===== config.mk =====
export PLATFORM = sky130hd
export DESIGN_NAME = exception_redirect_ctrl
export DESIGN_NICKNAME = d
export VERILOG_FILES = /design/src/rtl/exception_redirect_ctrl_pkg.sv /design/src/rtl/exception_redirect_ctrl_counter.sv /design/src/rtl/exception_redirect_ctrl.sv
export SDC_FILE = /design/constraint.sdc
export NUM_CORES = 1
export LEC_CHECK = 0
export CAP_MARGIN = 25
export CORE_ASPECT_RATIO = 0.8
export CORE_MARGIN = 3
export CORE_UTILIZATION = 25
export CTS_BUF_LIST = sky130_fd_sc_hd__clkbuf_4 sky130_fd_sc_hd__clkbuf_8 sky130_fd_sc_hd__clkbuf_16
export DETAILED_ROUTE_END_ITERATION = 10
export DONT_BUFFER_PORTS = 1
export PLACE_DENSITY_LB_ADDON = 0.3
export RECOVER_POWER = 100
export SYNTH_ARGS = -nofsm -noshare
export SYNTH_HDL_FRONTEND = slang
export SYNTH_SLANG_ARGS = --single-unit

===== constraint.sdc =====
create_clock -name clk -period 2.2 [get_ports clk]
set_input_delay 0.44 -clock clk [delete_from_list [all_inputs] [get_ports clk]]
set_output_delay 0.44 -clock clk [all_outputs]
set_load 0.005 [all_outputs]

===== src/rtl/exception_redirect_ctrl_pkg.sv =====
// Shared types and defaults for the exception redirect sequencer.
//   state_e              : recovery sequence states
//   FLUSH_CYCLES_DEF     : default flush hold length
//   MAX_OUTSTANDING_DEF  : default per-bus in-flight limit
package exception_redirect_ctrl_pkg;

    typedef enum logic [2:0] {
        IDLE,
        COMMIT,
        FLUSH,
        DRAIN,
        REDIRECT
    } state_e;

    localparam int FLUSH_CYCLES_DEF    = 2;
    localparam int MAX_OUTSTANDING_DEF = 4;

endpackage


===== src/rtl/exception_redirect_ctrl_counter.sv =====
// Saturating in-flight transaction counter for one bus.
//   clk, rst : clock, async active-low reset
//   inc      : request accepted
//   dec      : response returned
//   count    : transactions currently in flight
//   err      : sticky over/underflow flag
module outstanding_counter #(
    parameter int MAX = 4,
    parameter int W   = 3
) (
    input  logic         clk,
    input  logic         rst,
    input  logic         inc,
    input  logic         dec,
    output logic [W-1:0] count,
    output logic         err
);

    // inc and dec together cancel; an illegal step holds the count and flags.
    always_ff @(posedge clk or negedge rst) begin
        if (!rst) begin
            count <= '0;
            err   <= 1'b0;
        end else if (inc && !dec) begin
            if (count == W'(MAX)) err   <= 1'b1;
            else                  count <= count + 1'b1;
        end else if (dec && !inc) begin
            if (count == '0) err   <= 1'b1;
            else             count <= count - 1'b1;
        end
    end

endmodule


===== src/rtl/exception_redirect_ctrl.sv =====
// Exception / ERET recovery sequencer: commit CP0, flush, drain buses, redirect.
//   clk, rst             : clock, async active-low reset
//   exp_detect/is_eret   : one-cycle decision from the exception unit
//   exp_target           : redirect PC for that decision
//   ibus_*/dbus_*        : request-accept / response strobes per bus
//   redirect_ready       : fetch accepts redirect
//   exp_busy             : recovery in progress
//   cp0_commit(_eret)    : CP0 update strobe, ERET qualifier
//   pipe_stall/flush     : pipeline control
//   redirect_valid/pc    : handshake to fetch
//   exp_dropped          : sticky, decision arrived while busy
//   cnt_error            : sticky, outstanding counter over/underflow
module exception_redirect_ctrl
    import exception_redirect_ctrl_pkg::*;
#(
    parameter int FLUSH_CYCLES    = FLUSH_CYCLES_DEF,
    parameter int MAX_OUTSTANDING = MAX_OUTSTANDING_DEF,
    parameter int CNT_W           = $clog2(MAX_OUTSTANDING + 1)
) (
    input  logic        clk,
    input  logic        rst,
    input  logic        exp_detect,
    input  logic        exp_is_eret,
    input  logic [31:0] exp_target,
    input  logic        ibus_req_fire,
    input  logic        ibus_resp,
    input  logic        dbus_req_fire,
    input  logic        dbus_resp,
    input  logic        redirect_ready,
    output logic        exp_busy,
    output logic        cp0_commit,
    output logic        cp0_commit_eret,
    output logic        pipe_stall,
    output logic        pipe_flush,
    output logic        redirect_valid,
    output logic [31:0] redirect_pc,
    output logic        exp_dropped,
    output logic        cnt_error
);

    state_e             state, nxt_state;
    logic [3:0]         flush_cnt, flush_cnt_d;
    logic [31:0]        tgt_q;
    logic               eret_q;
    logic [CNT_W-1:0]   ibus_cnt, dbus_cnt;
    logic               ibus_err, dbus_err;

    outstanding_counter #(.MAX(MAX_OUTSTANDING), .W(CNT_W)) u_ibus_cnt (
        .clk(clk), .rst(rst), .inc(ibus_req_fire), .dec(ibus_resp),
        .count(ibus_cnt), .err(ibus_err)
    );

    outstanding_counter #(.MAX(MAX_OUTSTANDING), .W(CNT_W)) u_dbus_cnt (
        .clk(clk), .rst(rst), .inc(dbus_req_fire), .dec(dbus_resp),
        .count(dbus_cnt), .err(dbus_err)
    );

    always_ff @(posedge clk or negedge rst) begin
        if (!rst) begin
            state     <= IDLE;
            flush_cnt <= '0;
        end else begin
            state     <= nxt_state;
            flush_cnt <= flush_cnt_d;
        end
    end

    // Decision is captured only when accepted; anything arriving while
    // busy (including the cycle REDIRECT completes) is dropped and flagged.
    always_ff @(posedge clk or negedge rst) begin
        if (!rst) begin
            tgt_q       <= '0;
            eret_q      <= 1'b0;
            exp_dropped <= 1'b0;
        end else if (exp_detect) begin
            if (state == IDLE) begin
                tgt_q  <= exp_target;
                eret_q <= exp_is_eret;
            end else begin
                exp_dropped <= 1'b1;
            end
        end
    end

    always_comb begin
        nxt_state       = state;
        flush_cnt_d     = flush_cnt;
        exp_busy        = 1'b1;
        cp0_commit      = 1'b0;
        cp0_commit_eret = 1'b0;
        pipe_stall      = 1'b1;
        pipe_flush      = 1'b0;
        redirect_valid  = 1'b0;
        redirect_pc     = '0;
        case (state)
            IDLE: begin
                exp_busy   = 1'b0;
                pipe_stall = 1'b0;
                if (exp_detect) nxt_state = COMMIT;
            end
            COMMIT: begin
                cp0_commit      = 1'b1;
                cp0_commit_eret = eret_q;
                flush_cnt_d     = 4'(FLUSH_CYCLES - 1);
                nxt_state       = FLUSH;
            end
            FLUSH: begin
                pipe_flush = 1'b1;
                if (flush_cnt == '0) nxt_state   = DRAIN;
                else                 flush_cnt_d = flush_cnt - 1'b1;
            end
            DRAIN: begin
                // Registered counts: a final response lands one cycle later.
                if (ibus_cnt == '0 && dbus_cnt == '0) nxt_state = REDIRECT;
            end
            REDIRECT: begin
                redirect_valid = 1'b1;
                redirect_pc    = tgt_q;
                if (redirect_ready) nxt_state = IDLE;
            end
            default: nxt_state = IDLE;
        endcase
    end

    assign cnt_error = ibus_err | dbus_err;

endmodule


Word level (Yosys, flattened, before mapping)
Index checks and enable logic that the tools add are counted. Widths: inputs -> output; s select.

Register bits after elaboration: 49. Word-level logic and storage cells: 88.

Add/sub/neg operators: 5. Equal/unequal tests: 17. Muxes and demuxes: 29. Bitwise gates (word level): 2. Reduce and logical (&&, ||, !) cells: 26.

Operators with widths (count): $mux 3 (12); $mux 32 (1); $ne 2x2->1 const B (9); $pmux 3 s5 (1); $mux 1 (13); $reduce_and 3->1 (4); $reduce_bool 2->1 (5); $eq 3x3->1 const B (3); $logic_not 3->1 (3); $pmux 4 s2 (1); $add 3x1->3 const B (2); $eq 3x2->1 const B (2); $reduce_and 2->1 (3); $sub 3x1->3 const B (2); $logic_and 1x1->1 (5); $logic_not 1->1 (4); $logic_not 4->1 (1); $mux 4 (1); $ne 2x1->1 const B (2); $reduce_and 4->1 (1); $sub 4x1->4 const B (1); $eq 3x1->1 const B (1); $not 1->1 (1); $or 1x1->1 (1).

Depth between registers and ports, before layout
Gate-level depths: netlist of the first run.

Depth in word-level cells: 4. Gate-level depth with buffers: 7.

Cells and area by module
A second synthesis of the first run with hierarchy kept.

Cell total of the unflattened synthesis: 210. Area total of the unflattened synthesis: 2567.5 um^2.

By module, submodules not included: exception_redirect_ctrl (instances 1, cells each 156, area each 2074.5 um^2, seq. area each 1026.0 um^2); outstanding_counter (instances 2, cells each 27, area each 246.5 um^2, seq. area each 100.1 um^2).

Worst setup path before layout of the first run
No wires, ideal clock.

Kind: input -> register. Start point: input dbus_resp. End point: register u_dbus_cnt.count[2]. Setup time: 0.130 ns. Data arrival time: 1.740 ns. Data required time: 2.070 ns. Setup slack: 0.330 ns. Cell stages on the path: 7. Path buffers: 0. Cell sequence: inv_1 ha_1 inv_1 fa_1 or3b_2 o311ai_1 a21oi_1.

Word-level cells in the longest chain between the ends: 4. Elaborated cells between the ends (all ways): 8. Classes of those cells: eq/ne (2); mux (1); reduce/logical (5).

RTL lines: start: declaration (line exception_redirect_ctrl.sv:28) `input logic dbus_resp,`; $logic_not 1->1 (line exception_redirect_ctrl_counter.sv:24) `end else if (inc && !dec) begin`; $logic_and 1x1->1 (line exception_redirect_ctrl_counter.sv:24); $ne 2x2->1 (no line) (tied with other cells); $reduce_and 3->1 (no line); end signal: assignment (line exception_redirect_ctrl_counter.sv:26) `else count <= count + 1'b1;`; end signal: assignment (line exception_redirect_ctrl_counter.sv:29) `else count <= count - 1'b1;`; end: declaration (line exception_redirect_ctrl_counter.sv:15) `output logic [W-1:0] count,`.

Several ways; a longest one is shown, not always the timed one. A chain may end at the register's enable or synchronous reset.

Worst setup path in the final report of the first run
Start point: register state[0]. End point: register flush_cnt[1].

Word-level cells in the longest chain between the ends: 3. Elaborated cells between the ends (all ways): 6. Classes of those cells: eq/ne (3); mux (1); reduce/logical (2).

RTL lines: start: declaration (line exception_redirect_ctrl.sv:41) `state_e state, nxt_state;`; start signal: assignment (line exception_redirect_ctrl.sv:63) `state <= nxt_state;`; $eq 3x2->1 or $eq 3x1->1 (tied branches) (line exception_redirect_ctrl.sv:95) `case (state)`; $ne 2x2->1 (no line) or $reduce_bool 2->1 (tied branches); $reduce_and 2->1 (no line); end signal: assignment (line exception_redirect_ctrl.sv:64) `flush_cnt <= flush_cnt_d;`; end: declaration (line exception_redirect_ctrl.sv:42) `logic [3:0] flush_cnt, flush_cnt_d;`.

Several ways; a longest one is shown, not always the timed one.

==> results.sh, run 1 <==
export IMPL_seqPwrFrac_pct=48.4
export IMPL_clockPowerShare_pct=22.7
export IMPL_cpLargestDelayFamily="simple AND/OR/NAND/NOR gates"
export IMPL_max_stage_delay_ps=590
export IMPL_grt_pass1_wl_microns=8720
export IMPL_fmax_mhz=525
export IMPL_hold_viol_final=0
export IMPL_cts_buffers=5
export IMPL_switching_share_pct=31.6
export IMPL_hp_class="in2reg"
export IMPL_crit_buf_inv=0
export IMPL_firstDrtPassIters=4
export IMPL_end_kind="register"
export IMPL_insertion_delay_ps=280
export IMPL_antenna_found_initial=0
export IMPL_period_needed_ps=1900
export IMPL_drive_above_1_share_pct=11.4
export IMPL_wl_per_cell_microns=15.5
export IMPL_tightest_slew_ps=1240
export IMPL_slew_headroom_pct=17.3
export IMPL_r2r_end="flush_cnt[1]"
export IMPL_drc_errors=0
export IMPL_cts_htree_levels=2
export IMPL_die_w_microns=118
export IMPL_syn_area_sq_um=2490
export IMPL_drt_iter0_drc=40
export IMPL_post_cts_buffers=0
export IMPL_port_buffer_count=0
export IMPL_period_share_pct=86.5
export IMPL_die_y_microns=95.3
export IMPL_syn_nets=264
export IMPL_area_growth_pct=11.6
export IMPL_detailed_place_hpwl_microns=3840
export IMPL_path_cells="nor3b_1 > a21boi_2 > mux2_2"
export IMPL_grt_pass1_vias=1685
export IMPL_critPathKind="reg2reg"
export IMPL_synth_seq_cells=49
export IMPL_coreArea_sq_um=9390
export IMPL_drtAntennaViolNets=0
export IMPL_pwr_density_cell_nw_per_um2=1190
export IMPL_crit_path_start_kind="register"
export IMPL_p_int_mw=2.26
export IMPL_critPathMaxFanout=6
export IMPL_status="finished clean"
export IMPL_row_count=31
export IMPL_viasPerCell=4.61
export IMPL_irDropWorstVdd_uv=408
export IMPL_r2r_start="state[0]"
export IMPL_grt_usage_pct=9.88
export IMPL_synth_distinct_cells=38
export IMPL_fillers=1003
export IMPL_setup_tns_ps=0
export IMPL_cts_root_buf="clkbuf_16"
export IMPL_cp_slowest_cell="nor3b_1"
export IMPL_clock_skew_ps=3.02
export IMPL_cts_num_sinks=49
export IMPL_die_area_sq_um=11200
export IMPL_pwr_share_comb_pct=28.8
export IMPL_cp_depth=3
export IMPL_gr_total_overflow=0
export IMPL_setup_viol=0
export IMPL_drv_cap=0
export IMPL_fin_nets=267
export IMPL_power_leakage_nw=1.31
export IMPL_cp_endpoint="flush_cnt[1]"
export IMPL_yosys_warnings=0
export IMPL_synth_cells=216
export IMPL_yosys_area_top_type="dfrtp_1"
export IMPL_critical_path_required_ps=2370
export IMPL_dpl_cell_count=342
export IMPL_clk_pin_slew_ps=60
export IMPL_startpoint="state[0]"
export IMPL_yosys_top_cells_area="dfrtp_1 (49%), mux2_1 (15%), and3_1 (8.0%)"
export IMPL_p_sw_mw=1.04
export IMPL_num_antenna_cells=0
export IMPL_cts_buffer_depth=2
export IMPL_r2r_cells=3
export IMPL_stdcell_count=352
export IMPL_start_util_pct=26.6
export IMPL_gp_congestion=0.755
export IMPL_rrSetupSlack_ps=300
export IMPL_grt_max_degree=50
export IMPL_ys_seq_area_share_pct=49.2
export IMPL_wl_microns=5450
export IMPL_tritoncts="done"
export IMPL_synth_top_cell_area_share_pct=49.2
export IMPL_avgSynthCellArea_sq_um=11.5
export IMPL_worstPathArrival_ps=2070
export IMPL_num_vias=1624
export IMPL_ios=81
export IMPL_slew_viol_final=0
export IMPL_rsz0062_at_grt="no"
==> metal layers <==
metal / share of wire (%) / global-route usage (%) / up-vias
li1: - / - / 761
met1: 46 / 13.3 / 816
met2: 47 / 15.1 / 45
met3: 6.9 / 4.03 / 2
met4: 0.37 / 2.05 / 0
met5: 0 / 0 / -
==> final cells by class <==
type	count	area, sq um	share of cell area (%)
Clock inverter	2	10.0	0.360
Multi-Input combinational cell	137	1110	40.0
Sequential cell	49	1230	44.1
Tap cell	132	165	5.94
Timing Repair Buffer	8	68.8	2.47
Clock buffer	6	133	4.77
Inverter	18	67.6	2.43
==> Yosys cell counts, drive strengths merged <==
master / count
nor3: 1
nand3: 1
inv: 18
clkbuf: 8
and3: 32
fa: 2
o21ai: 3
o311ai: 1
nor3b: 2
or3: 1
o21bai: 1
a21oi: 5
o32ai: 1
nand2: 5
a21boi: 1
xnor2: 2
a31o: 2
mux2i: 1
or3b: 2
nand2b: 3
o41ai: 1
dfrtp: 49
o211ai: 1
ha: 5
o22a: 2
o21a: 1
a211oi: 3
mux2: 36
a311o: 1
buf: 4
a21o: 4
nor2: 13
and2: 1
o2bb2ai: 1
or2: 2
==> layout by cell type (no fill, tap or decap), types with 2 or more instances in the layout <==
| cell type | n |
|---|---|
| nor2_1 | 12 |
| nand2b_1 | 3 |
| a21o_1 | 4 |
| nor3b_1 | 2 |
| clkbuf_16 | 5 |
| buf_4 | 4 |
| mux2_1 | 33 |
| a211oi_1 | 3 |
| ha_1 | 5 |
| xnor2_1 | 2 |
| mux2_2 | 3 |
| o22a_1 | 2 |
| or3b_2 | 2 |
| and3_1 | 32 |
| fa_1 | 2 |
| nand2_1 | 5 |
| clkinv_2 | 2 |
| inv_1 | 18 |
| o21ai_0 | 3 |
| dfrtp_1 | 49 |
| a31o_2 | 2 |
| a21oi_1 | 5 |
| or2_2 | 2 |
==> power groups by stage <==
| stage | Sequential [mW] | Clock [mW] | Combinational, mW |
|---|---|---|---|
| after detailed placement | 1.63 | 0 | 0.967 |
| after global routing | 1.67 | 0.833 | 1.10 |
| after global placement | 1.61 | 0 | 0.937 |
| after floorplan | 1.53 | 0 | 0.817 |
| after CTS | 1.61 | 0.797 | 0.993 |
| final | 1.60 | 0.750 | 0.952 |
==> flip-flops by register name, indices dropped and copies added (netlist names) <==
register          cells
flush_cnt             4
u_dbus_cnt.err        1
u_ibus_cnt.count      3
u_ibus_cnt.err        1
eret_q                1
state                 3
exp_dropped           1
u_dbus_cnt.count      3
tgt_q                32
==> logic make-up after synthesis <==
group | count (synthesis) | synth area share (%)
simple gates | 63 | 15.5
flops | 49 | 49.2
mux | 37 | 16.7
buf+inv | 30 | 5.57
compound gates | 28 | 8.28
fa+ha+maj | 7 | 4.12
xor+xnor | 2 | 0.703
==> worst min-delay path by stage <==
stage | startpoint | end | slack, ps | depth (start not counted)
after floorplan | rst | eret_q | 140 | 0
after global placement | rst | tgt_q[9] | 150 | 0
after detailed placement | rst | tgt_q[9] | 150 | 0
after CTS | rst | tgt_q[2] | 9 | 1
after global routing | redirect_ready | state[2] | 240 | 1
final | redirect_ready | state[2] | 260 | 1
==> what timing repair did <==
action,4_1_cts,5_1_grt
hold buffers,1,1
gates resized for setup,0,0
hold endpoints to repair,49,1
==> per-stage QoR <==
stage               hold slack (ps)  total power, mW  area, sq um  util, %  setup WS, ps
finish                          257             3.30         2780     29.6           296
global route                    240             3.60         2780     29.6           165
CTS                            8.97             3.40         2820     30.0           334
detailed placement              146             2.59         2650     28.2           242
global placement                146             2.55         2650     28.2           274
floorplan                       144             2.34         2490        -           330
No activity file was read; power rests on OpenSTA's default activity.
==> run 2: changes to the inputs <==
- CAP_MARGIN: 25 -> 20
- CORE_MARGIN: 3 -> 2
- clock period: 2.2 -> 1.7 ns (I/O delays scaled with it)
==> run 2 against run 1 <==
Net effect:
- sequential share of layout area is 4.3 points lower
- register-to-register slack worse by 280 ps
- clock-buffer cell count is 1 higher
- critical path type is now reg2out
- largest power group unchanged
- highest routed layer is now met5
==> results.sh, run 2 (same netlist as run 1, synthesis figures left out) <==
export IMPL_status="finished clean"
export IMPL_clk_pin_slew_ps=70
export IMPL_end_kind="primary output"
export IMPL_rrSetupSlack_ps=20
export IMPL_port_buffer_count=0
export IMPL_layout_common_cells="dfrtp_1 (48), and3_1 (30), mux2_1 (21)"
export IMPL_die_area_sq_um=10800
export IMPL_irDropWorstVdd_uv=418
export IMPL_detailed_place_hpwl_microns=3830
export IMPL_seqPwrFrac_pct=43.8
export IMPL_largest_reg_flops=32
export IMPL_drv_cap=0
export IMPL_p_sw_mw=1.46
export IMPL_drive_above_1_share_pct=26.5
export IMPL_tightest_slew_ps=688
export IMPL_area_growth_pct=23.9
export IMPL_hold_viol_final=0
export IMPL_firstDrtPassIters=4
export IMPL_crit_buf_inv=2
export IMPL_period_needed_ps=1700
export IMPL_die_w_microns=116
export IMPL_rsz0062_at_grt="yes"
export IMPL_p_int_mw=3.25
export IMPL_hp_class="in2reg"
export IMPL_start_util_pct=25.7
export IMPL_path_cells="buf_4 > nor3b_2 > buf_4 > and2_4"
export IMPL_reg_top3="tgt_q (32), flush_cnt (4)"
export IMPL_pwr_density_cell_nw_per_um2=1530
export IMPL_num_vias=1699
export IMPL_num_antenna_cells=0
export IMPL_critPathKind="reg2out"
export IMPL_fin_nets=286
export IMPL_coreArea_sq_um=9690
export IMPL_fmax_mhz=589
export IMPL_grt_usage_pct=10.8
export IMPL_drtAntennaViolNets=0
export IMPL_totalPowerFinal_mw=4.71
export IMPL_hold_path_cell_count=1
export IMPL_post_place_ws_ps=12.2
export IMPL_drt_iter0_drc=77
export IMPL_max_stage_delay_ps=420
export IMPL_fillers=1027
export IMPL_crit_path_start_kind="register"
export IMPL_power_leakage_nw=1.46
export IMPL_grt_pass1_vias=1668
export IMPL_whs_endpoint="state[2]"
export IMPL_cts_num_sinks=49
export IMPL_critPathMaxFanout=10
export IMPL_design_area_sq_um=3090
export IMPL_viasPerCell=4.54
export IMPL_row_count=32
export IMPL_gp_congestion=0.754
export IMPL_top_register="tgt_q"
export IMPL_setup_tns_ps=0
export IMPL_cts_buffer_depth=2
export IMPL_pwr_share_comb_pct=34.7
export IMPL_r2r_cells=4
export IMPL_tritoncts="done"
export IMPL_wl_microns=6050
export IMPL_wl_per_cell_microns=16.2
export IMPL_clock_skew_ps=9.60
export IMPL_cpMostUsedCell="buf_4"
export IMPL_slew_headroom_pct=54.1
export IMPL_cts_buffers=5
export IMPL_slew_viol_final=0
export IMPL_setup_viol=0
export IMPL_cts_htree_levels=2
export IMPL_min_from="redirect_ready"
export IMPL_antenna_found_initial=1
export IMPL_r2r_end="tgt_q[9]"
export IMPL_cts_root_buf="clkbuf_16"
export IMPL_critical_path_required_ps=1360
export IMPL_ios=81
export IMPL_r2r_start="state[1]"
export IMPL_drc_errors=0
export IMPL_gr_total_overflow=0
export IMPL_clockPowerShare_pct=21.5
export IMPL_postLayoutSetupSlackWorst_ps=2.55
export IMPL_insertion_delay_ps=290
export IMPL_period_share_pct=99.9
export IMPL_dpl_cell_area_sq_um=2720
export IMPL_grt_pass1_wl_microns=8950
export IMPL_final_common_cell="dfrtp_1"
export IMPL_grt_max_degree=50
export IMPL_cpLargestDelayFamily="flip-flops"
export IMPL_switching_share_pct=30.9
export IMPL_die_y_microns=93.3
export IMPL_cp_slowest_cell="dfrtp_2"
export IMPL_worstPathArrival_ps=1360
run 2: worst max path at each step:
| stage | slack (ps) | start | cells after the start | endpoint |
|---|---|---|---|---|
| 2_1_floorplan | 10 | dbus_resp | 7 | u_dbus_cnt.count[2] |
| 3_3_place_gp | 40 | dbus_resp | 7 | u_dbus_cnt.count[2] |
| 3_5_place_dp | 10 | dbus_resp | 7 | u_dbus_cnt.count[2] |
| 4_1_cts | -10 | state[0] | 4 | redirect_pc[31] |
| 5_1_grt | -50 | state[2] | 4 | cp0_commit_eret |
| 6_report | 3 | state[2] | 4 | cp0_commit_eret |
run 2: layout make-up:
class / instances / area (sq um) / share of cell area (%)
sequential: 49 / 1230 / 39.7
multi-input combinational: 137 / 1190 / 38.6
timing repair buffer: 27 / 285 / 9.24
tap: 136 / 170 / 5.51
clock buffer: 7 / 146 / 4.74
inverter: 18 / 67.6 / 2.19
run 2: worst reg2reg max path: cells and delay by family (launching register included):
family                 cells  cell delay (ps)
DFF                        1              380
buffers and inverters      1              190
muxes                      1              340
and+or+nand+nor            2              650
run 2: routing by layer:
| layer | vias up | track usage, % | wire length, microns | share of wire, % |
|---|---|---|---|---|
| met4 | 2 | 2.98 | 60 | 0.99 |
| met1 | 843 | 14.2 | 2830 | 47 |
| met3 | 10 | 4.34 | 411 | 6.8 |
| met5 | - | 0 | 13 | 0.21 |
| li1 | 799 | - | - | - |
| met2 | 45 | 16.5 | 2740 | 45 |
run 2: power groups by stage:
stage / clock network (mW) / logic (mW) / registers (mW)
after floorplan: 0 / 1.06 / 1.98
after global placement: 0 / 1.35 / 2.05
after detailed placement: 0 / 1.41 / 2.06
after CTS: 1.06 / 1.50 / 2.05
after global routing: 1.11 / 1.84 / 2.15
final: 1.01 / 1.64 / 2.06
run 2: stage by stage:
step           utilization [%]  hold slack [ps]  instances
6_report                  31.9              143        374
5_1_grt                   31.9              130        374
4_1_cts                   30.6              139        366
2_1_floorplan                -             44.4        216
3_3_place_gp              28.1             45.7        355
3_5_place_dp              28.1             45.8        355
run 2: what timing repair did:
| item | in CTS | in global routing |
|---|---|---|
| gates cloned | 0 | 4 |
| buffers inserted | 2 | 4 |
| pin swaps | 1 | 2 |
| setup endpoints to repair | 28 | 59 |
| endpoints found under the hold margin | 49 | 0 |
| resized for setup | 9 | 17 |
| hold buffers | 2 | 0 |
==> run 3: changes to the inputs <==
- CORE_UTILIZATION: 25 -> 45
- SLEW_MARGIN: default -> 20
==> run 3 against run 2 <==
Net effect:
- first-iteration DRC count is 3.9% lower
- hold slack worse by 3.2 ps
- combinational power is 7% lower
- sequential share of layout area is 1.6 points higher
- via count is 2.2% lower
- routed wire length is 17% lower
==> results.sh, run 3 (same netlist as run 1, synthesis figures left out) <==
export IMPL_status="finished clean"
export IMPL_r2r_end="tgt_q[20]"
export IMPL_hold_viol_final=0
export IMPL_cts_root_buf="clkbuf_8"
export IMPL_ios=81
export IMPL_pwr_density_cell_nw_per_um2=1530
export IMPL_gr_total_overflow=0
export IMPL_hp_class="in2reg"
export IMPL_clk_pin_slew_ps=90
export IMPL_setup_tns_ps=0
export IMPL_rrSetupSlack_ps=70
export IMPL_critical_path_required_ps=1360
export IMPL_num_vias=1662
export IMPL_end_kind="primary output"
export IMPL_insertion_delay_ps=290
export IMPL_cts_buffer_depth=2
export IMPL_final_util_pct=54.9
export IMPL_firstDrtPassIters=4
export IMPL_drc_errors=0
export IMPL_power_leakage_nw=1.43
export IMPL_grt_pass1_vias=1631
export IMPL_drtAntennaViolNets=0
export IMPL_die_w_microns=87.2
export IMPL_clock_skew_ps=2.65
export IMPL_wl_microns=5010
export IMPL_grt_busiest_layer="met2"
export IMPL_critPathKind="reg2out"
export IMPL_met2_usage_pct=24.7
export IMPL_num_antenna_cells=0
export IMPL_period_share_pct=98.1
export IMPL_antenna_found_initial=0
export IMPL_cts_htree_levels=2
export IMPL_cts_num_sinks=49
export IMPL_largest_reg_flops=32
export IMPL_r2r_cells=4
export IMPL_dpl_cell_count=285
export IMPL_fillers=472
export IMPL_top_register="tgt_q"
export IMPL_tritoncts="done"
export IMPL_setup_viol=0
export IMPL_cpLargestDelayFamily="flip-flops"
export IMPL_worstPathArrival_ps=1330
export IMPL_drive_above_1_share_pct=23.0
export IMPL_crit_path_start_kind="register"
export IMPL_grtUsageMet1_pct=21.4
export IMPL_area_growth_pct=19.1
export IMPL_irDropWorstVdd_uv=723
export IMPL_slew_viol_final=0
export IMPL_final_common_cell="dfrtp_1"
export IMPL_stdcell_count=304
export IMPL_row_count=24
export IMPL_start_util_pct=46.1
export IMPL_crit_buf_inv=2
export IMPL_port_buffer_count=0
export IMPL_die_area_sq_um=6150
export IMPL_whs_endpoint="state[2]"
export IMPL_gp_congestion=0.784
export IMPL_coreArea_sq_um=5410
export IMPL_cp_slowest_cell="dfrtp_1"
export IMPL_drt_iter0_drc=74
export IMPL_detailed_place_hpwl_microns=3260
export IMPL_reg_top3="tgt_q (32), flush_cnt (4)"
export IMPL_max_stage_delay_ps=400
export IMPL_whs_ps=140
export IMPL_slew_headroom_pct=55.4
export IMPL_min_from="redirect_ready"
export IMPL_fin_nets=286
export IMPL_grtUsageMet3_pct=5.60
export IMPL_period_needed_ps=1670
export IMPL_hold_path_cell_count=1
export IMPL_wl_per_cell_microns=16.5
export IMPL_layout_common_cells="dfrtp_1 (48), mux2_1 (33), and3_1 (29)"
export IMPL_path_cells="buf_6 > nor2_4 > buf_12 > and3_1"
export IMPL_critPathMaxFanout=23
export IMPL_tightest_slew_ps=669
export IMPL_die_y_microns=70.6
export IMPL_r2r_start="state[0]"
export IMPL_fmax_mhz=599
export IMPL_drv_cap=0
export IMPL_grt_pass1_wl_microns=7760
export IMPL_viasPerCell=5.47
export IMPL_grt_usage_pct=15.9
export IMPL_cts_buffers=5
export IMPL_grt_max_degree=50
export IMPL_rsz0062_at_grt="yes"
==> run 3: per-stage QoR <==
step                area, sq um  setup WS (ps)  power (mW)
global route               2970          -24.2        4.91
CTS                        2870          -10.4        4.51
floorplan                  2500           10.6        3.04
global placement           2670           42.1        3.39
finish                     2970           31.5        4.55
detailed placement         2670           24.4        3.46
==> run 3: what timing repair did <==
| item | CTS | global route |
|---|---|---|
| endpoints found under the setup margin | 35 | 34 |
| hold buffers | 2 | 0 |
| pin swaps | 0 | 3 |
| gates cloned | 0 | 2 |
| hold endpoints to repair | 49 | 0 |
| buffers inserted | 1 | 6 |
| gates resized for setup | 6 | 7 |
==> run 3: cell type report <==
type	count	area, sq um	share of cell area (%)
multi-input cells	137	1160	39.0
flip-flops and latches	49	1230	41.3
inverters	18	67.6	2.28
repair buffers	27	302	10.2
well taps	65	81.3	2.74
clock inverters	3	65.1	2.19
clock buffers	5	68.8	2.32
==> run 3: worst max-delay path by stage <==
stage / from / to / slack [ps] / cells after the start
2_1_floorplan: dbus_resp / u_dbus_cnt.count[2] / 10 / 7
3_3_place_gp: dbus_resp / u_dbus_cnt.count[2] / 40 / 7
3_5_place_dp: dbus_resp / u_dbus_cnt.count[2] / 20 / 7
4_1_cts: state[2] / cp0_commit_eret / -10 / 4
5_1_grt: state[2] / cp0_commit_eret / -20 / 4
6_report: state[0] / redirect_pc[31] / 30 / 4
==> run 3: routing by layer <==
layer,share of wire [%],up-vias
li1,-,792
met4,0.72,0
met5,0,-
met1,45,814
met3,7.2,4
met2,47,52
==> run 3: power breakdown <==
group	internal (mW)	total, mW	switching, mW	leakage (nW)
registers	1.72	2.05	0.332	0.575
logic	0.854	1.53	0.676	0.784
clock network	0.584	0.965	0.381	0.0681
